$ cat config.mk
export PLATFORM = sky130hd
export DESIGN_NAME = fetch_ctrl
export DESIGN_NICKNAME = d
export VERILOG_FILES = /design/src/rtl/fetch_ctrl.sv
export SDC_FILE = /design/constraint.sdc
export NUM_CORES = 1
export LEC_CHECK = 0
export ABC_CLOCK_PERIOD_IN_PS = 9600
export CELL_PAD_IN_SITES_DETAIL_PLACEMENT = 2
export CELL_PAD_IN_SITES_GLOBAL_PLACEMENT = 2
export CORE_MARGIN = 2
export CORE_UTILIZATION = 28
export CTS_BUF_LIST = sky130_fd_sc_hd__clkbuf_8
export DETAILED_ROUTE_END_ITERATION = 8
export GPL_TIMING_DRIVEN = 0
export PLACE_DENSITY = 0.87
export RECOVER_POWER = 25
export SYNTH_ARGS = -nofsm -noshare
export SYNTH_HDL_FRONTEND = slang
export SYNTH_SLANG_ARGS = --single-unit
$ cat constraint.sdc
create_clock -name CLK -period 9.6 [get_ports CLK]
set_input_delay 2.88 -clock CLK [delete_from_list [all_inputs] [get_ports CLK]]
set_output_delay 2.88 -clock CLK [all_outputs]
set_load 0.02 [all_outputs]
$ cat src/rtl/fetch_ctrl.sv
// Fetch-stage controller: owns the PC and IF/ID register, steers the instruction-memory
// port between the program loader (IDLE) and instruction fetch (RUN) until a halt sentinel.
module fetch_ctrl #(
  parameter int          IMEM_AW   = 12,
  parameter logic [31:0] RESET_PC  = 32'h0000_0000,
  parameter logic [31:0] HALT_WORD = 32'hFC00_0000
) (
  input  logic               CLK,
  input  logic               RST,
  input  logic               START,
  input  logic               LOAD_VALID,
  input  logic [31:0]        LOAD_DATA,
  output logic               LOAD_READY,
  input  logic               STALL,
  input  logic               PC_SRC,
  input  logic [31:0]        BRANCH_TARGET,
  input  logic [31:0]        IMEM_RDATA,
  output logic [IMEM_AW-1:0] IMEM_ADDR,
  output logic               IMEM_WE,
  output logic [31:0]        IMEM_WDATA,
  output logic [31:0]        PC,
  output logic [31:0]        CUR_INS,
  output logic [31:0]        NEXT_INS_ADR,
  output logic               IF_VALID,
  output logic               HALTED
);
  typedef enum logic [1:0] {S_IDLE = 2'd0, S_RUN = 2'd1, S_HALT = 2'd2} state_t;

  localparam logic [IMEM_AW-1:0] LP_LAST = {IMEM_AW{1'b1}};
  localparam logic [IMEM_AW-1:0] LP_ONE  = {{(IMEM_AW-1){1'b0}}, 1'b1};

  state_t             state_r;
  logic [IMEM_AW-1:0] lp_r;
  logic               full_r;
  logic [31:0]        pc_r;
  logic [31:0]        cur_ins_r;
  logic [31:0]        next_ins_adr_r;
  logic               if_valid_r;
  logic               halted_r;
  logic               load_ready_s;
  logic               accept_s;
  logic [IMEM_AW-1:0] imem_addr_s;

  // Loader handshake and memory address steering; the fetch address drops high PC bits
  always_comb begin
    load_ready_s = 1'b0;
    imem_addr_s  = pc_r[IMEM_AW+1:2];
    if (state_r == S_IDLE) begin
      load_ready_s = !full_r;
      imem_addr_s  = lp_r;
    end else begin
      load_ready_s = 1'b0;
      imem_addr_s  = pc_r[IMEM_AW+1:2];
    end
  end

  assign accept_s = LOAD_VALID && load_ready_s;

  // Control FSM with PC, IF/ID and load-pointer registers
  always_ff @(posedge CLK or posedge RST) begin
    if (RST) begin
      state_r        <= S_IDLE;
      lp_r           <= {IMEM_AW{1'b0}};
      full_r         <= 1'b0;
      pc_r           <= RESET_PC;
      cur_ins_r      <= 32'd0;
      next_ins_adr_r <= 32'd0;
      if_valid_r     <= 1'b0;
      halted_r       <= 1'b0;
    end else begin
      case (state_r)
        S_IDLE: begin
          if (accept_s) begin
            if (lp_r == LP_LAST) begin
              full_r <= 1'b1;
            end else begin
              lp_r <= lp_r + LP_ONE;
            end
          end else if (START) begin
            state_r <= S_RUN;
            pc_r    <= RESET_PC;
          end
        end
        S_RUN: begin
          if (PC_SRC) begin
            pc_r       <= BRANCH_TARGET & 32'hFFFF_FFFC;
            cur_ins_r  <= 32'd0;
            if_valid_r <= 1'b0;
          end else if (STALL) begin
            // IF/ID and PC hold while the hazard unit stalls
          end else if (IMEM_RDATA == HALT_WORD) begin
            state_r    <= S_HALT;
            cur_ins_r  <= 32'd0;
            if_valid_r <= 1'b0;
            halted_r   <= 1'b1;
          end else begin
            cur_ins_r      <= IMEM_RDATA;
            next_ins_adr_r <= pc_r + 32'd4;
            pc_r           <= pc_r + 32'd4;
            if_valid_r     <= 1'b1;
          end
        end
        S_HALT: begin
          if (START) begin
            state_r  <= S_IDLE;
            lp_r     <= {IMEM_AW{1'b0}};
            full_r   <= 1'b0;
            pc_r     <= RESET_PC;
            halted_r <= 1'b0;
          end
        end
        default: begin
          state_r <= S_IDLE;
        end
      endcase
    end
  end

  assign LOAD_READY   = load_ready_s;
  assign IMEM_ADDR    = imem_addr_s;
  assign IMEM_WE      = accept_s;
  assign IMEM_WDATA   = LOAD_DATA;
  assign PC           = pc_r;
  assign CUR_INS      = cur_ins_r;
  assign NEXT_INS_ADR = next_ins_adr_r;
  assign IF_VALID     = if_valid_r;
  assign HALTED       = halted_r;
endmodule

* After elaboration in Yosys (flattened, before gate mapping)
Index checks and enable logic that the tools add are counted.
** Word-level totals
- Bits in registers :: 113
- Bits in latches :: 0
- Memory bits (writable) :: 0
- ROM bits :: 0
- Bits of input ports :: 102
- Word-level logic and storage cells :: 75
- Memories :: 0
** Operators by class
- Add/subtract/negate cells :: 2
- Multiply operators :: 0
- Div/mod/pow operators :: 0
- Order comparisons :: 0
- Equal/unequal tests :: 16
- Shift operators :: 0
- Multiplexer cells :: 33
- Bitwise gates (word level) :: 3
- Reduce and logical (&&, ||, !) cells :: 13
** Operators by type and width (number)
- 2-to-1 mux 32 bit :: 8
- one-hot mux 32 bit (3 select lines) :: 1
- 2-to-1 mux 12 bit :: 4
- adder 32 x 3 -> 32 bit, second input constant :: 1
- equality test 32 bit, second input constant :: 1
- one-hot mux 12 bit (2 select lines) :: 1
- != test 2 bit, second input constant :: 8
- AND reduction 4 bit :: 4
- adder 12 x 1 -> 12 bit, second input constant :: 1
- equality test 12 bit, second input constant :: 1
- 2-to-1 mux 2 bit :: 6
- 2-to-1 mux 1 bit :: 10
- != test 3 bit, second input constant :: 2
- one-hot mux 2 bit (3 select lines) :: 1
- AND reduction 6 bit :: 1
- AND reduction 5 bit :: 1
- != test 2 x 1 -> 1 bit, second input constant :: 2
- one-hot mux 1 bit (2 select lines) :: 2
- nonzero test 2 bit :: 2
- NOT 1 bit :: 3
- nonzero test 3 bit :: 1
- equality test 2 x 1 -> 1 bit, second input constant :: 1
- equality test 2 bit, second input constant :: 1
- zero test 2 bit :: 1
- other kinds (3) :: 3

* Logic depth before layout (Yosys ltp)
Gate-level depths: netlist (run 1).
- Depth after elaboration :: 5
- Depth in mapped cells :: 8
- Gate-level depth less buffers :: 6

* Worst setup path before layout (run 1)
OpenSTA, ideal clock, no wires.
- Kind :: input to output
- From :: input port LOAD_VALID
- To :: output port IMEM_WE
- Arrival time :: 3.665 ns
- Required time :: 6.720 ns
- Setup slack :: 3.055 ns
- Stages :: 1
- Path buffers :: 0
- Cell sequence :: nor4b_1
** Between the ends
- Word-level cells in the longest chain between the ends :: 1
** Ends and longest elaborated chain
- from (decl) :: line 11 : input logic LOAD_VALID,
- logical AND 1 bit :: line 57 : assign accept_s = LOAD_VALID && load_ready_s;
- to (decl) :: line 19 : output logic IMEM_WE,
No other way between the ends.

* Worst setup path after layout (run 1)
Ends and elaborated chain as after synthesis.

==> results of run 1 <==
-- layout make-up --
cell class / count / area [µm²] / share of cell area, %
timing repair buffer: 207 / 2090 / 24.2
antenna: 1 / 2.50 / 0.0290
clock inverter: 5 / 36.3 / 0.420
inverter: 5 / 20.0 / 0.232
tap: 275 / 344 / 3.99
buffer: 80 / 488 / 5.65
clock buffer: 10 / 138 / 1.59
sequential: 109 / 2730 / 31.6
multi-input combinational: 422 / 2790 / 32.3
-- power by group through the flow --
stage | Combinational, mW | Sequential (mW) | Clock, mW
detailed placement | 0.446 | 0.574 | 0
global placement | 0.432 | 0.569 | 0
finish | 0.442 | 0.565 | 0.271
global route | 0.475 | 0.573 | 0.302
floorplan | 0.163 | 0.623 | 0
CTS | 0.448 | 0.566 | 0.282
-- critical path, delay by kind of cell --
kind,cells,cell delay (ns)
simple gates,1,0.42
buf+inv,2,1.21
-- kinds of logic after synthesis --
logic type	share of synthesized area, %
and+or+nand+nor	19.3
AOI/OAI and AO/OA	18.7
DFF	45.4
buffers and inverters	8.43
xor gates and xnor gates	5.10
muxes	2.60
adders and majority gates	0.416
other	0.0624
-- Yosys cell counts (2+ instances only) --
library cell,n,share of area [%]
a211o_1,3,0.44
a211oi_1,2,0.25
a21boi_2,2,0.37
a21o_1,2,0.25
a21oi_1,15,1.2
a221o_1,5,0.83
a22o_1,36,5.2
a22oi_1,6,0.75
and2_1,3,0.31
and3_1,9,0.94
and4_1,5,0.73
buf_2,17,1.4
buf_4,39,4.9
buf_6,2,0.37
clkbuf_1,17,1.1
clkbuf_2,4,0.33
dfrtp_1,109,45
ha_1,2,0.42
inv_1,5,0.31
mux2_2,13,2.4
nand2_1,60,3.7
nand2b_1,4,0.42
nand3_1,22,1.8
nand3b_1,2,0.25
nand4_1,13,1.4
nand4bb_1,2,0.37
nor2_1,37,2.3
nor2b_1,3,0.31
nor3_1,10,0.83
nor3b_1,5,0.62
nor4_1,14,1.5
nor4_4,3,1.1
o211ai_1,2,0.25
o21ai_0,44,3.7
o21ai_1,3,0.25
o22ai_1,4,0.42
o2bb2ai_1,5,0.73
o31a_1,3,0.44
o31ai_1,20,2.5
or2_2,3,0.31
or3_1,3,0.31
or3b_1,2,0.29
xnor2_1,13,1.9
xor2_1,22,3.2
-- metrics by stage --
stage                     setup WS, ns  hold slack, ns  cells
after global placement            1.85           0.463   1097
after CTS                         2.23           0.502   1113
after detailed placement          2.25           0.478   1098
after global routing              2.11           0.526   1113
final                             2.21           0.497   1114
after floorplan                   3.05           0.478    616
-- worst min-delay path by stage --
stage / to / slack [ns] / depth (start not counted)
2_1_floorplan: lp_r[0] / 0.48 / 1
3_3_place_gp: NEXT_INS_ADR[20] / 0.46 / 2
3_5_place_dp: NEXT_INS_ADR[20] / 0.48 / 2
4_1_cts: NEXT_INS_ADR[20] / 0.50 / 2
5_1_grt: NEXT_INS_ADR[18] / 0.53 / 2
6_report: NEXT_INS_ADR[20] / 0.50 / 2
-- flip-flops by register name (all words and copies together), names as in the netlist --
name and count:
CUR_INS 32, state_r 2, HALTED 1, NEXT_INS_ADR 30, lp_r 12, PC 30
full_r 1, IF_VALID 1
-- routing by layer --
layer  part of all wire [%]  up-vias  track usage (%)  wire length [µm]
li1                       -     2634                -                 -
met1                     43     2876             27.0             10100
met2                     50      182             35.9             11800
met3                    6.0       27             4.91              1430
met4                    1.7        0             4.81               397
met5                      0        -                0                 0
==> run_results.csv, run 1 <==
group,metric,value,unit
setup_path,crit_type,"input pin to primary output",
pwr,p_int,822,µW
setup_path,cp-end-kind,"primary output",
setup_path,path_max_fanout,2,
routing,wl,23700,µm
timing,max_freq,0.135,GHz
pwr,power_frac_comb,34.6,%
pwr,total_leakage_power,3.58,nW
clocking,post-cts-setup-buffers,0,
final_layout,drive_above_1_share,13.0,%
routing,vias,5719,
die,core_area,21000,µm²
setup_path,timing.rr.start,"PC[2]",
clocking,cts_sinks,109,
synth,yosysSeqAreaShare,45.4,%
clocking,path_clk_slew,0.10,ns
pwr,power_density,148,nW/µm²
routing,first_pass_iters,4,
place,io_buffers,206,
global_routing,grt_usage,21.0,%
job,maxCapViolations,1,
timing,slew_headroom,-11.8,%
synth,synthFlopType,"dfrtp_1",
synth,ys_warn_count,0,
hold_path,hold_path.startpoint,"NEXT_INS_ADR[20]",
place,postPlaceCellArea,8460,µm²
pwr,clock_power_share,21.2,%
setup_path,r2r_cells,8,
routing,wl_per_cell,21.3,µm
setup_path,startpoint_type,"input pin",
timing,finalHoldViolCount,0,
timing,slew_violations,34,
timing,setup_viol_count_final,0,
timing,skew,0.0208,ns
routing,final_antenna_net_count,0,
die,ios,246,
pwr,p_total,1.28,mW
timing,worst_slew_pin_slew,1.67,ns
clocking,insertion_delay,0.38,ns
global_routing,grt_max_degree,77,
clocking,cts_max_level,3,
setup_path,required,6.72,ns
timing,finalSetupTns,0,ns
synth,synthArstFlopShare,100,%
die,die_h,151,µm
timing,finalCriticalPeriod,7.39,ns
outcome,violations,"capacitance limit, slew limit",
synth,avgSynthCellArea,9.81,µm²
setup_path,crit_path_end,"IMEM_WE",
setup_path,crit_start,"LOAD_VALID",
routing,drc_errors,0,
pwr,swShare,35.7,%
setup_path,cpMostUsedCell,"clkdlybuf4s50_1",
setup_path,cp_slowest_cell,"clkdlybuf4s50_1",
final_layout,num-nets-final,938,
hold_path,worstHoldPathType,"flop to flop",
setup_path,worstPathArrival,4.51,ns
die,rows,53,
clocking,cts_buffers,9,
pwr,irDropWorstVdd,72.1,µV
timing,rsz0062_at_grt,"no",
setup_path,crit_chain,"clkdlybuf4s50_1, nor4b_1, clkdlybuf4s50_1",
clocking,cts_hold_buf,0,
setup_path,worstReg2RegEnd,"PC[28]",
final_layout,design_area,8630,µm²
final_layout,final_core_util,41.1,%
synth,synth_area,6010,µm²
die,die_area,22700,µm²
die,fp.dieW,151,µm
final_layout,area_growth,43.6,%
timing,fin_crit_sh,77.0,%
place,place_congestion,0.805,
synth,synth-edff-count,0,
place,dpl.hpwl,18300,µm
final_layout,final_cell_mix,"205 x clkdlybuf4s50_1, 109 x dfrtp_1, 60 x nand2_1",
pwr,p_switching,457,µW
synth,ys_ff_latch,109,
clocking,tritoncts,"built",
pwr,power.share.sequential,44.2,%
final_layout,final_common_cell,"clkdlybuf4s50_1",
clocking,clockRootBuffer,"clkbuf_8",
die,initial_core_util,28.6,%
synth,synthCells,613,
global_routing,grt_pass1_vias,6327,
setup_path,r2r_setup_slack,6.92,ns
routing,viasPerCell,5.13,
global_routing,antenna_found_initial,1,
routing,drt_iter0_drc,237,
final_layout,fillerInstances,2286,
outcome,outcome,"finished with violations",
setup_path,slowest_delay,0.73,ns
clocking,clockBufferDepth,2,
global_routing,grt_pass1_wl,36700,µm
synth,yosysUniqueCellTypes,62,
clocking,ctsResizeCount,0,
global_routing,grt-ovfl-total,0,
Power figures use the tool's default switching activity.
==> run 2: changes to the inputs <==
ABC_CLOCK_PERIOD_IN_PS = 7500   (was 9600)
CORE_UTILIZATION = 26   (was 28)
PLACE_DENSITY = 0.82   (was 0.87)
clock period = 7.5 ns   (was 9.6 ns; I/O delays follow)
==> run_results.csv, run 2 (synthesis gave the netlist of run 1 again) <==
group,metric,value,unit
outcome,outcome,"finished with violations",
outcome,violations,"capacitance limit, slew limit",
final_layout,final_common_cell,"clkdlybuf4s50_1",
place,io_buffers,206,
global_routing,grt_max_degree,85,
clocking,clockRootBuffer,"clkbuf_8",
routing,drt_iter0_drc,231,
timing,worst_slew_pin_slew,2.33,ns
die,ios,246,
die,fp.dieW,156,µm
routing,first_pass_iters,4,
clocking,cts_sinks,109,
setup_path,worstPathArrival,3.82,ns
routing,final_antenna_net_count,0,
timing,skew,0.0141,ns
timing,finalCriticalPeriod,6.07,ns
clocking,ctsResizeCount,0,
final_layout,largest_reg_flops,32,
timing,finalHoldViolCount,0,
final_layout,num-nets-final,938,
global_routing,met1_usage,25.5,%
clocking,insertion_delay,0.40,ns
setup_path,startpoint_type,"input pin",
die,die_h,156,µm
job,maxCapViolations,1,
pwr,irDropWorstVdd,82.3,µV
timing,fin_crit_sh,80.9,%
setup_path,crit_buf_inv,2,
routing,vias,5730,
routing,drc_errors,0,
timing,setup_viol_count_final,0,
global_routing,grt-busiest-layer,"met2",
die,core_area,22600,µm²
die,die_area,24400,µm²
die,rows,55,
global_routing,met2_usage,32.2,%
timing,rsz0062_at_grt,"no",
global_routing,grt_usage,19.3,%
clocking,clockBufferDepth,2,
global_routing,grt_pass1_wl,36300,µm
clocking,cts_max_level,3,
pwr,total_leakage_power,3.56,nW
timing,slew_violations,85,
setup_path,required,5.25,ns
setup_path,cp_slowest_cell,"clkdlybuf4s50_1",
hold_path,worstHoldPathType,"flop to flop",
setup_path,path_max_fanout,2,
global_routing,grt_pass1_vias,6137,
clocking,cts_hold_buf,0,
routing,wl_per_cell,20.9,µm
final_layout,fillerInstances,2470,
setup_path,crit_type,"input pin to primary output",
timing,slew_headroom,-55.1,%
timing,max_freq,0.165,GHz
clocking,cts_buffers,9,
final_layout,area_growth,43.6,%
timing,hold-worst-slack,0.487,ns
clocking,path_clk_slew,0.10,ns
routing,wl,23500,µm
die,initial_core_util,26.5,%
place,place_congestion,0.789,
clocking,tritoncts,"built",
pwr,power_density,191,nW/µm²
place,dpl.hpwl,18100,µm
clocking,post-cts-setup-buffers,0,
final_layout,drive_above_1_share,13.2,%
global_routing,antenna_found_initial,0,
setup_path,path_delay_family,"buffers and inverters",
global_routing,grt-ovfl-total,0,
final_layout,final_cell_mix,"205 x clkdlybuf4s50_1, 109 x dfrtp_1, 60 x nand2_1",
final_layout,n_antenna_cell,0,
setup_path,slowest_delay,0.71,ns
routing,viasPerCell,5.10,
global_routing,met3_usage,4.22,%
setup_path,crit_chain,"clkdlybuf4s50_1, nor4b_1, clkdlybuf4s50_1",
setup_path,cpMostUsedCell,"clkdlybuf4s50_1",
timing,finalSetupTns,0,ns
setup_path,cp-end-kind,"primary output",
run 2: metrics by stage:
step / utilization [%] / worst slack [ns] / power, mW / instance area (µm²) / instances
floorplan: - / 2.21 / 1.01 / 6020 / 616
global placement: 37.3 / 0.367 / 1.29 / 8440 / 1107
detailed placement: 37.4 / 1.41 / 1.31 / 8470 / 1108
CTS: 38.2 / 1.39 / 1.67 / 8660 / 1124
global route: 38.1 / 1.32 / 1.74 / 8630 / 1124
finish: 38.1 / 1.43 / 1.65 / 8630 / 1124
run 2: path summary, 6_finish.rpt:
path | start | endpoint | slack (ns) | cells past startpoint
min in group asynchronous | RST | NEXT_INS_ADR[24] | 2.53 | 2
worst min-delay path | NEXT_INS_ADR[20] | NEXT_INS_ADR[20] | 0.49 | 2
worst min register to register | NEXT_INS_ADR[20] | NEXT_INS_ADR[20] | 0.49 | 2
worst max-delay path | LOAD_VALID | IMEM_WE | 1.43 | 3
worst max register to register | PC[2] | PC[22] | 4.80 | 8
max in group asynchronous | RST | lp_r[10] | 2.18 | 3
run 2: per-layer routing:
| layer | share of wire (%) | routed length, µm |
|---|---|---|
| met4 | 1.4 | 338 |
| met3 | 6.2 | 1470 |
| met2 | 47 | 11200 |
| met5 | 0 | 0 |
| met1 | 45 | 10600 |
run 2: power by group:
part	switching (mW)	leakage (nW)	internal, mW	total [mW]
combinational	0.299	2.08	0.266	0.565
clock	0.232	0.0811	0.132	0.364
sequential	0.0671	1.40	0.656	0.723
total	0.598	3.56	1.05	1.65
run 2: worst min-delay path: stages, from the launching register on:
cell     delay (ns)
dfrtp_1        0.35
nand2_1        0.05
o21ai_0        0.06
run 2: layout make-up:
type / instances / area [µm²] / share of cell area (%)
multi-input combinational: 422 / 2790 / 32.3
sequential: 109 / 2730 / 31.6
timing repair buffer: 207 / 2070 / 23.9
buffer: 80 / 488 / 5.65
tap: 285 / 357 / 4.13
clock buffer: 10 / 138 / 1.59
clock inverter: 6 / 47.5 / 0.551
inverter: 5 / 20.0 / 0.232
